### config.mk
export PLATFORM = sky130hd
export DESIGN_NAME = disable_responder
export DESIGN_NICKNAME = d
export VERILOG_FILES = /design/src/rtl/disable_responder.sv
export SDC_FILE = /design/constraint.sdc
export NUM_CORES = 1
export LEC_CHECK = 0
export ABC_AREA = 1
export CAP_MARGIN = 10
export CELL_PAD_IN_SITES_DETAIL_PLACEMENT = 1
export CELL_PAD_IN_SITES_GLOBAL_PLACEMENT = 1
export CORE_MARGIN = 3
export CORE_UTILIZATION = 33
export CTS_BUF_LIST = sky130_fd_sc_hd__clkbuf_16
export DETAILED_ROUTE_END_ITERATION = 10
export GPL_ROUTABILITY_DRIVEN = 1
export PLACE_DENSITY = 0.92
export SLEW_MARGIN = 40
export SYNTH_ARGS = -nofsm -noshare
export SYNTH_HDL_FRONTEND = slang
export SYNTH_SLANG_ARGS = --single-unit
export TNS_END_PERCENT = 10
### constraint.sdc
create_clock -name clk -period 4.6 [get_ports clk]
set_clock_uncertainty 0.2 [all_clocks]
set_input_delay 0.46 -clock clk [delete_from_list [all_inputs] [get_ports clk]]
set_output_delay 0.46 -clock clk [all_outputs]
set_load 0.05 [all_outputs]
### src/rtl/disable_responder.sv
// disable_responder: cancellable countdown job engine that answers a
// block-disable protocol. A job runs one delay cycle, N work steps and a
// one-cycle completion. Any disable request is acknowledged with a single
// ABORT cycle. The sticky aborted flag records whether a live job was killed.
module disable_responder #(
  parameter int CNT_W = 8
) (
  input  logic             clk,
  input  logic             reset,
  input  logic             start,
  input  logic [CNT_W-1:0] length,
  input  logic             disable_req,
  output logic             busy,
  output logic             step,
  output logic [CNT_W-1:0] count,
  output logic             done,
  output logic             disable_ack,
  output logic             aborted
);

  typedef enum logic [2:0] {
    IDLE  = 3'd0,
    DELAY = 3'd1,
    RUN   = 3'd2,
    DONE  = 3'd3,
    ABORT = 3'd4
  } state_t;

  state_t           state_q, state_d;
  logic [CNT_W-1:0] count_q, count_d;
  logic             aborted_q, aborted_d;

  // State, count and sticky abort flag registers; reset overrides everything
  always_ff @(posedge clk) begin
    if (reset) begin
      state_q   <= IDLE;
      count_q   <= '0;
      aborted_q <= 1'b0;
    end else begin
      state_q   <= state_d;
      count_q   <= count_d;
      aborted_q <= aborted_d;
    end
  end

  // Next-state logic: disable has priority over start and over work steps
  always_comb begin
    state_d   = state_q;
    count_d   = count_q;
    aborted_d = aborted_q;
    unique case (state_q)
      IDLE: begin
        if (disable_req) begin
          // An idle disable is still acknowledged but kills nothing.
          state_d = ABORT;
        end else if (start) begin
          count_d   = length;
          aborted_d = 1'b0;
          state_d   = (length == '0) ? DONE : DELAY;
        end
      end
      DELAY: begin
        if (disable_req) begin
          state_d   = ABORT;
          aborted_d = 1'b1;
        end else begin
          state_d = RUN;
        end
      end
      RUN: begin
        if (disable_req) begin
          state_d   = ABORT;
          aborted_d = 1'b1;
        end else begin
          // The zero guard keeps count from wrapping if RUN is ever
          // entered with an empty count.
          if (count_q != '0) begin
            count_d = count_q - 1'b1;
          end
          if (count_q <= CNT_W'(1)) begin
            state_d = DONE;
          end
        end
      end
      DONE:    state_d = IDLE;
      ABORT:   state_d = IDLE;
      default: state_d = IDLE;
    endcase
  end

  // Moore output decode from registered state only
  always_comb begin
    busy        = (state_q == DELAY) || (state_q == RUN) || (state_q == DONE);
    step        = (state_q == RUN);
    done        = (state_q == DONE);
    disable_ack = (state_q == ABORT);
    count       = count_q;
    aborted     = aborted_q;
  end

endmodule
==> impl_results.html, run 1 <==
<table>
<tr><th>Metric</th><th>Value</th></tr>
<tr><th colspan="2">Die</th></tr>
<tr><td>Die width</td><td>56.7 um</td></tr>
<tr><td>Die area</td><td>3210 sq um</td></tr>
<tr><td>I/O pin cnt</td><td>25</td></tr>
<tr><td>Initial core utilization</td><td>36.5%</td></tr>
<tr><td>Core outline area</td><td>2320 sq um</td></tr>
<tr><td>Cell row count</td><td>17</td></tr>
<tr><td>Chip Height</td><td>56.7 um</td></tr>
<tr><th colspan="2">Routing</th></tr>
<tr><td>Number of detailed-routing iterations run before antenna repair</td><td>4</td></tr>
<tr><td>Routed length per instance</td><td>16.2 um</td></tr>
<tr><td>Via count</td><td>988</td></tr>
<tr><td>Count of antenna-violating nets left after detailed routing</td><td>0</td></tr>
<tr><td>Number of DRC markers in iteration 0</td><td>20</td></tr>
<tr><td>Per-cell via count in the routed design</td><td>5.31</td></tr>
<tr><td>Post-detailed-route DRC marker count</td><td>0</td></tr>
<tr><td>Overall routed net length</td><td>3010 um</td></tr>
<tr><th colspan="2">CTS</th></tr>
<tr><td>Post-CTS Setup Inserts</td><td>0</td></tr>
<tr><td>Number of buffers added by the clock tree synthesis step</td><td>3</td></tr>
<tr><td>Clock sink count</td><td>12</td></tr>
<tr><td>Clock transition at the registers of the reported paths</td><td>0.04 ns</td></tr>
<tr><td>Maximum buffer depth of the clock tree</td><td>2</td></tr>
<tr><td>Hold_buf cts</td><td>0</td></tr>
<tr><td>Clk root buf</td><td>sky130_fd_sc_hd__clkbuf_16</td></tr>
<tr><td>Deepest level of the CTS H-tree</td><td>1</td></tr>
<tr><td>Clock network latency to the later pin of the worst-skew pair</td><td>0.24 ns</td></tr>
<tr><td>Post-CTS sizing</td><td>0</td></tr>
<tr><td>Clock tree from TritonCTS</td><td>done</td></tr>
<tr><th colspan="2">Power and ir drop</th></tr>
<tr><td>Power per cell area</td><td>350 nW/um^2</td></tr>
<tr><td>Leakage power</td><td>0.512 nW</td></tr>
<tr><td>Worst vdd rail ir drop</td><td>0.000225 V</td></tr>
<tr><th colspan="2">Timing</th></tr>
<tr><td>Post-route fraction of the period consumed by the critical path</td><td>56.5%</td></tr>
<tr><td>Setup repair after global routing missed its margin</td><td>false</td></tr>
<tr><td>Post-route worst hold slack</td><td>0.290 ns</td></tr>
<tr><td>Max transition margin</td><td>66.7%</td></tr>
<tr><td>Aggregate negative setup slack</td><td>0 ns</td></tr>
<tr><td>Hold violation count in the final report</td><td>0</td></tr>
<tr><td>Count of pins over their slew limit</td><td>0</td></tr>
<tr><td>Final period demand of the worst path</td><td>2.60 ns</td></tr>
<tr><td>Maximum clock frequency</td><td>385 MHz</td></tr>
<tr><td>Transition time at the pin with the least slew margin</td><td>0.497 ns</td></tr>
<tr><td>Number of setup violations in the final report</td><td>0</td></tr>
<tr><th colspan="2">Synthesis</th></tr>
<tr><td>YS warnings</td><td>0</td></tr>
<tr><td>Biggest area contributors in the synthesized netlist</td><td>sky130_fd_sc_hd__dfxtp_1 28%, sky130_fd_sc_hd__nand2_1 13%, sky130_fd_sc_hd__nor2_1 10%, sky130_fd_sc_hd__inv_1 6.6%, sky130_fd_sc_hd__o21ai_0 5.9%</td></tr>
<tr><td>Mean post-synth cell area</td><td>6.42 sq um</td></tr>
<tr><td>Netlist area before placement</td><td>847 sq um</td></tr>
<tr><td>Sequential fraction of the synthesis area</td><td>28.4%</td></tr>
<tr><td>Area leader, netlist</td><td>sky130_fd_sc_hd__dfxtp_1</td></tr>
<tr><td>Distinct cell type count of the synthesized netlist</td><td>27</td></tr>
<tr><td>Yosys top cell area share</td><td>28.4%</td></tr>
<tr><td>Post-synth net total</td><td>146</td></tr>
<tr><td>Synthesis-stage register bit count</td><td>12</td></tr>
<tr><td>Post-Syn Instances</td><td>132</td></tr>
<tr><th colspan="2">Setup path</th></tr>
<tr><td>Cell count of the worst reg-to-reg path</td><td>12</td></tr>
<tr><td>Nature of the critical path endpoint</td><td>output port</td></tr>
<tr><td>Worst Path Class, Setup</td><td>reg -&gt; out</td></tr>
<tr><td>Crit start category</td><td>flop</td></tr>
<tr><td>Internal reg-to-reg setup slack</td><td>2.74 ns</td></tr>
<tr><td>Worst endpoint required time</td><td>3.94 ns</td></tr>
<tr><td>Arrival time of data at the critical path endpoint</td><td>1.94 ns</td></tr>
<tr><td>Maximum fanout encountered on the critical timing path</td><td>11</td></tr>
<tr><th colspan="2">Final layout</th></tr>
<tr><td>Area overhead of the layout relative to synthesis</td><td>40.0%</td></tr>
<tr><td>Combined flip-flop and latch cell area</td><td>240 sq um</td></tr>
<tr><td>Total of fill cells in the finished design</td><td>316</td></tr>
<tr><td># nets final</td><td>174</td></tr>
<tr><td>Antenna diodes</td><td>0</td></tr>
<tr><td>Area used by multi-input combinational logic</td><td>513 sq um</td></tr>
<tr><td>Ratio of cells with drive above 1 in the final layout</td><td>11.4%</td></tr>
<tr><td>Most frequent standard cell in the layout excluding fill and tap cells</td><td>sky130_fd_sc_hd__nand2_1</td></tr>
<tr><td>Most used cells in the layout excluding fill and tap cells</td><td>29 x sky130_fd_sc_hd__nand2_1, 24 x sky130_fd_sc_hd__clkdlybuf4s50_1, 23 x sky130_fd_sc_hd__nor2_1</td></tr>
<tr><th colspan="2">Run status</th></tr>
<tr><td>Outcome</td><td>completed</td></tr>
<tr><th colspan="2">Global routing</th></tr>
<tr><td>Wire length of the first global-routing pass</td><td>5210 um</td></tr>
<tr><td>Number of global-route vias before repair</td><td>1102</td></tr>
<tr><td>Number of antenna violations at the first check in global routing</td><td>0</td></tr>
<tr><td>Remaining global-route overflow</td><td>0</td></tr>
<tr><td>Largest net degree at the start of global routing</td><td>12</td></tr>
<tr><td>Total global-route track usage</td><td>20.8%</td></tr>
<tr><th colspan="2">Placement</th></tr>
<tr><td>Gpl congestion</td><td>0.803</td></tr>
<tr><td>Number of buffers added on ports</td><td>24</td></tr>
<tr><td>DP Wirelength</td><td>2210 um</td></tr>
<tr><th colspan="2">Worst hold path</th></tr>
<tr><td>Cells on Worst Hold Path</td><td>2</td></tr>
<tr><td>Worst min-delay path category</td><td>reg -&gt; reg</td></tr>
<tr><th colspan="2">Run</th></tr>
<tr><td>Number of max-cap violations</td><td>0</td></tr>
</table>
==> layout make-up <==
type	count	area share, %
inverters	20	6.96
flip-flops and latches	12	20.3
multi-input cells	99	43.2
repair buffers	24	20.3
clock buffers	3	6.33
well taps	28	2.95
==> cells by family (layout without fill, tap and decap cells) <==
group                      count (synthesis)  count (layout)  synth area share (%)
DFF                                       12              12                  28.4
buffers and inverters                     21              47                  11.1
and+or+nand+nor                           74              74                  42.5
AOI/OAI and AO/OA                         23              23                  15.1
adders and majority gates                  2               2                  2.95
==> path summary, 6_finish.rpt <==
path | from | end
worst max-delay path | state_q[2] | step
worst min-delay path | aborted | aborted
worst max register to register | count[0] | count[3]
worst min register to register | aborted | aborted
==> cell usage after synthesis, drive strengths merged <==
cell / number
a21oi: 7
a2bb2oi: 2
a31oi: 2
buf: 1
clkinv: 1
dfxtp: 12
ha: 2
inv: 19
nand2: 34
nand3: 5
nand4: 4
nor2: 26
nor3: 2
nor4: 1
o211ai: 1
o21ai: 11
or2: 2
==> registers in the layout, summed over array words and instances, names as in the netlist <==
name     cells
aborted      1
count        8
state_q      3
==> per-layer routing <==
metal	global-route usage, %	share of wire, %	up-vias
met1	24.9	42	472
met5	0	0	-
met3	4.14	4.8	9
li1	-	-	478
met4	9.15	2.3	0
met2	35.5	50	29
==> report_power, final <==
group | total (mW) | switching [mW] | leakage [nW] | internal, mW
clock | 0.159 | 0.0453 | 0.0370 | 0.113
combinational | 0.134 | 0.0874 | 0.377 | 0.0467
sequential | 0.122 | 0.00993 | 0.0984 | 0.112
==> through the flow <==
stage | setup slack, ns | area, sq um | power, mW | std cells | util [%]
finish | 2.00 | 1190 | 0.415 | 186 | 51.2
detailed placement | 2.31 | 1110 | 0.256 | 183 | 47.9
floorplan | 2.62 | 847 | 0.209 | 132 | -
global route | 1.92 | 1190 | 0.435 | 186 | 51.2
CTS | 2.01 | 1190 | 0.415 | 186 | 51.2
global placement | 2.35 | 1110 | 0.248 | 183 | 47.9
==> worst max-delay path, stage by stage (launching register included) <==
cell and delay [ns]:
sky130_fd_sc_hd__dfxtp_1 0.35, sky130_fd_sc_hd__inv_2 0.14, sky130_fd_sc_hd__nand3_4 0.17, sky130_fd_sc_hd__inv_2 0.20
sky130_fd_sc_hd__clkdlybuf4s50_1 0.83
(Power assumes the default switching activity.)
==> run 2, diff against run 1 <==
Settings changed: CORE_UTILIZATION 33 to 31, PLACE_DENSITY 0.92 to 0.88.
Clock period 4.6 ns to 2.5 ns, I/O delays scaled along.
==> run 2 against run 1 <==
Total power is 86% higher. Design area increased by 0.53%. Sequential power up 84%. Wire length fell by 3.1%. Non-clock buffer count unchanged. Worst hold slack worse by 0.0035 ns. Critical endpoint unchanged.
==> impl_results.html, run 2 (synthesized netlist as in run 1, its figures left out) <==
<table>
<tr><th>Metric</th><th>Value</th></tr>
<tr><th colspan="2">Run status</th></tr>
<tr><td>Outcome</td><td>completed (unchanged)</td></tr>
<tr><th colspan="2">Die</th></tr>
<tr><td>Die width</td><td>58.3 um (was 56.7 um)</td></tr>
<tr><td>Initial core utilization</td><td>33.3% (was 36.5%)</td></tr>
<tr><td>Chip Height</td><td>58.3 um (was 56.7 um)</td></tr>
<tr><td>Core outline area</td><td>2540 sq um (was 2320 sq um)</td></tr>
<tr><td>I/O pin cnt</td><td>25 (unchanged)</td></tr>
<tr><td>Die area</td><td>3400 sq um (was 3210 sq um)</td></tr>
<tr><td>Cell row count</td><td>18 (was 17)</td></tr>
<tr><th colspan="2">Placement</th></tr>
<tr><td>Number of buffers added on ports</td><td>24 (unchanged)</td></tr>
<tr><td>Gpl congestion</td><td>0.852 (was 0.803)</td></tr>
<tr><td>DP Wirelength</td><td>2190 um (was 2210 um)</td></tr>
<tr><th colspan="2">Power and ir drop</th></tr>
<tr><td>Clock power share</td><td>38.9% (was 38.2%)</td></tr>
<tr><td>Leakage power</td><td>0.514 nW (was 0.512 nW)</td></tr>
<tr><td>Total power</td><td>0.771 mW (was 0.415 mW)</td></tr>
<tr><td>Combinational share of power</td><td>32.0% (was 32.3%)</td></tr>
<tr><td>Worst vdd rail ir drop</td><td>0.000481 V (was 0.000225 V)</td></tr>
<tr><td>Switching Power</td><td>0.267 mW (was 0.143 mW)</td></tr>
<tr><td>Switching Fraction</td><td>34.7% (was 34.4%)</td></tr>
<tr><td>Internal power contribution</td><td>0.503 mW (was 0.272 mW)</td></tr>
<tr><td>Power per cell area</td><td>646 nW/um^2 (was 350 nW/um^2)</td></tr>
<tr><td>Register share of total power</td><td>29.1% (was 29.4%)</td></tr>
<tr><th colspan="2">Final layout</th></tr>
<tr><td>Antenna diodes</td><td>0 (unchanged)</td></tr>
<tr><td># nets final</td><td>174 (unchanged)</td></tr>
<tr><td>Ratio of cells with drive above 1 in the final layout</td><td>11.3% (was 11.4%)</td></tr>
<tr><td>Max FFs per register</td><td>8 (unchanged)</td></tr>
<tr><td>Post-Route Utilization</td><td>46.9% (was 51.2%)</td></tr>
<tr><td>Most frequent standard cell in the layout excluding fill and tap cells</td><td>sky130_fd_sc_hd__nand2_1 (unchanged)</td></tr>
<tr><td>Area overhead of the layout relative to synthesis</td><td>40.8% (was 40.0%)</td></tr>
<tr><td>Most used cells in the layout excluding fill and tap cells</td><td>29 x sky130_fd_sc_hd__nand2_1, 24 x sky130_fd_sc_hd__clkdlybuf4s50_1, 23 x sky130_fd_sc_hd__nor2_1 (unchanged)</td></tr>
<tr><th colspan="2">CTS</th></tr>
<tr><td>Deepest level of the CTS H-tree</td><td>1 (unchanged)</td></tr>
<tr><td>Post-CTS sizing</td><td>0 (unchanged)</td></tr>
<tr><td>Clock transition at the registers of the reported paths</td><td>0.04 ns (about the same)</td></tr>
<tr><td>Maximum buffer depth of the clock tree</td><td>2 (unchanged)</td></tr>
<tr><td>Number of buffers added by the clock tree synthesis step</td><td>3 (unchanged)</td></tr>
<tr><td>Hold_buf cts</td><td>0 (unchanged)</td></tr>
<tr><td>Post-CTS Setup Inserts</td><td>0 (unchanged)</td></tr>
<tr><td>Clock tree from TritonCTS</td><td>done (unchanged)</td></tr>
<tr><td>Clk root buf</td><td>sky130_fd_sc_hd__clkbuf_16 (unchanged)</td></tr>
<tr><td>Clock network latency to the later pin of the worst-skew pair</td><td>0.24 ns (about the same)</td></tr>
<tr><td>Clock sink count</td><td>12 (unchanged)</td></tr>
<tr><th colspan="2">Timing</th></tr>
<tr><td>Count of pins over their slew limit</td><td>0 (unchanged)</td></tr>
<tr><td>Post-route fraction of the period consumed by the critical path</td><td>95.6%</td></tr>
<tr><td>Post-route worst hold slack</td><td>0.286 ns (was 0.290 ns)</td></tr>
<tr><td>Hold violation count in the final report</td><td>0 (unchanged)</td></tr>
<tr><td>Max transition margin</td><td>66.4% (was 66.7%)</td></tr>
<tr><td>Aggregate negative setup slack</td><td>0 ns (unchanged)</td></tr>
<tr><td>Setup repair after global routing missed its margin</td><td>false (unchanged)</td></tr>
<tr><td>Number of setup violations in the final report</td><td>0 (unchanged)</td></tr>
<tr><td>Transition time at the pin with the least slew margin</td><td>0.502 ns (was 0.497 ns)</td></tr>
<tr><td>Final period demand of the worst path</td><td>2.39 ns</td></tr>
<tr><td>Maximum clock frequency</td><td>418 MHz</td></tr>
<tr><th colspan="2">Setup path</th></tr>
<tr><td>Crit start category</td><td>flop (unchanged)</td></tr>
<tr><td>Worst endpoint required time</td><td>2.05 ns (was 3.94 ns)</td></tr>
<tr><td>Worst Path Class, Setup</td><td>reg -&gt; out (unchanged)</td></tr>
<tr><td>Top Family by Delay on Critical Path</td><td>buffers and inverters (unchanged)</td></tr>
<tr><td>Cell type with the highest occurrence count on the critical path</td><td>sky130_fd_sc_hd__inv_2 (unchanged)</td></tr>
<tr><td>Cell type of the slowest stage on the worst timing path</td><td>sky130_fd_sc_hd__clkdlybuf4s50_1 (unchanged)</td></tr>
<tr><td>Max incr delay on CP</td><td>0.84 ns (was 0.83 ns)</td></tr>
<tr><td>Nature of the critical path endpoint</td><td>output port (unchanged)</td></tr>
<tr><td>Maximum fanout encountered on the critical timing path</td><td>11 (unchanged)</td></tr>
<tr><td>Cell breakdown of the critical path</td><td>inv_2 &gt; nand3_4 &gt; inv_2 &gt; clkdlybuf4s50_1 (unchanged)</td></tr>
<tr><td>CP Buf/Inv Count</td><td>3 (unchanged)</td></tr>
<tr><td>Arrival time of data at the critical path endpoint</td><td>1.94 ns (about the same)</td></tr>
<tr><th colspan="2">Routing</th></tr>
<tr><td>Number of detailed-routing iterations run before antenna repair</td><td>4 (unchanged)</td></tr>
<tr><td>Per-cell via count in the routed design</td><td>5.08 (was 5.31)</td></tr>
<tr><td>Count of antenna-violating nets left after detailed routing</td><td>0 (unchanged)</td></tr>
<tr><td>Overall routed net length</td><td>2910 um (was 3010 um)</td></tr>
<tr><td>Number of DRC markers in iteration 0</td><td>19 (was 20)</td></tr>
<tr><td>Via count</td><td>961 (was 988)</td></tr>
<tr><td>Post-detailed-route DRC marker count</td><td>0 (unchanged)</td></tr>
<tr><td>Routed length per instance</td><td>15.4 um (was 16.2 um)</td></tr>
<tr><th colspan="2">Run</th></tr>
<tr><td>Number of max-cap violations</td><td>0 (unchanged)</td></tr>
<tr><th colspan="2">Global routing</th></tr>
<tr><td>Remaining global-route overflow</td><td>0 (unchanged)</td></tr>
<tr><td>Number of global-route vias before repair</td><td>1022 (was 1102)</td></tr>
<tr><td>Total global-route track usage</td><td>19.2% (was 20.8%)</td></tr>
<tr><td>Wire length of the first global-routing pass</td><td>4940 um (was 5210 um)</td></tr>
<tr><td>Largest net degree at the start of global routing</td><td>12 (unchanged)</td></tr>
<tr><td>Number of antenna violations at the first check in global routing</td><td>0 (unchanged)</td></tr>
<tr><th colspan="2">Worst hold path</th></tr>
<tr><td>Worst min-delay path category</td><td>reg -&gt; reg (unchanged)</td></tr>
</table>
[run 2: changes by cell type in the layout (fill, tap and decap cells not counted), sizes merged]
cell    delta
clkinv     +1
[run 2: final cells by class]
| type | count | area [sq um] |
|---|---|---|
| Fill cell | 342 | 1350 |
| Multi-Input combinational cell | 99 | 513 |
| Sequential cell | 12 | 240 |
| Timing Repair Buffer | 24 | 240 |
| Inverter | 20 | 82.6 |
| Clock buffer | 3 | 75.1 |
| Tap cell | 30 | 37.5 |
| Clock inverter | 1 | 3.75 |
[run 2: power groups by stage]
stage / sequential, mW / combinational [mW] / clock [mW]
after global placement: 0.226 / 0.231 / 0
after CTS: 0.224 / 0.247 / 0.304
after global routing: 0.227 / 0.268 / 0.315
final: 0.224 / 0.247 / 0.300
after floorplan: 0.263 / 0.122 / 0
after detailed placement: 0.227 / 0.240 / 0
[run 2: worst paths after layout]
kind | end | startpoint | slack [ns] | cells past startpoint
max | step | state_q[2] | 0.11 | 4
min | aborted | aborted | 0.29 | 2
max reg2reg | count[1] | count[0] | 0.67 | 10
min reg2reg | aborted | aborted | 0.29 | 2
[run 2: per-layer routing]
metal / track usage [%] / share of wire (%) / up-vias
li1: - / - / 478
met1: 22.9 / 44 / 456
met2: 33.7 / 51 / 23
met3: 4.68 / 3.6 / 4
met4: 5.30 / 1.4 / 0
met5: 0 / 0 / -
[run 2: through the flow]
step           instance area, sq um  instances  worst slack [ns]
6_report                       1190        189             0.110
2_1_floorplan                   847        132             0.518
3_5_place_dp                   1110        185             0.406
4_1_cts                        1190        189             0.131
3_3_place_gp                   1110        185             0.468
5_1_grt                        1190        189            0.0402
[run 2: tightest hold or removal path: stages, from the launching register on]
cell	delay (ns)
sky130_fd_sc_hd__dfxtp_1	0.31
sky130_fd_sc_hd__o21ai_0	0.07
sky130_fd_sc_hd__a21oi_1	0.06
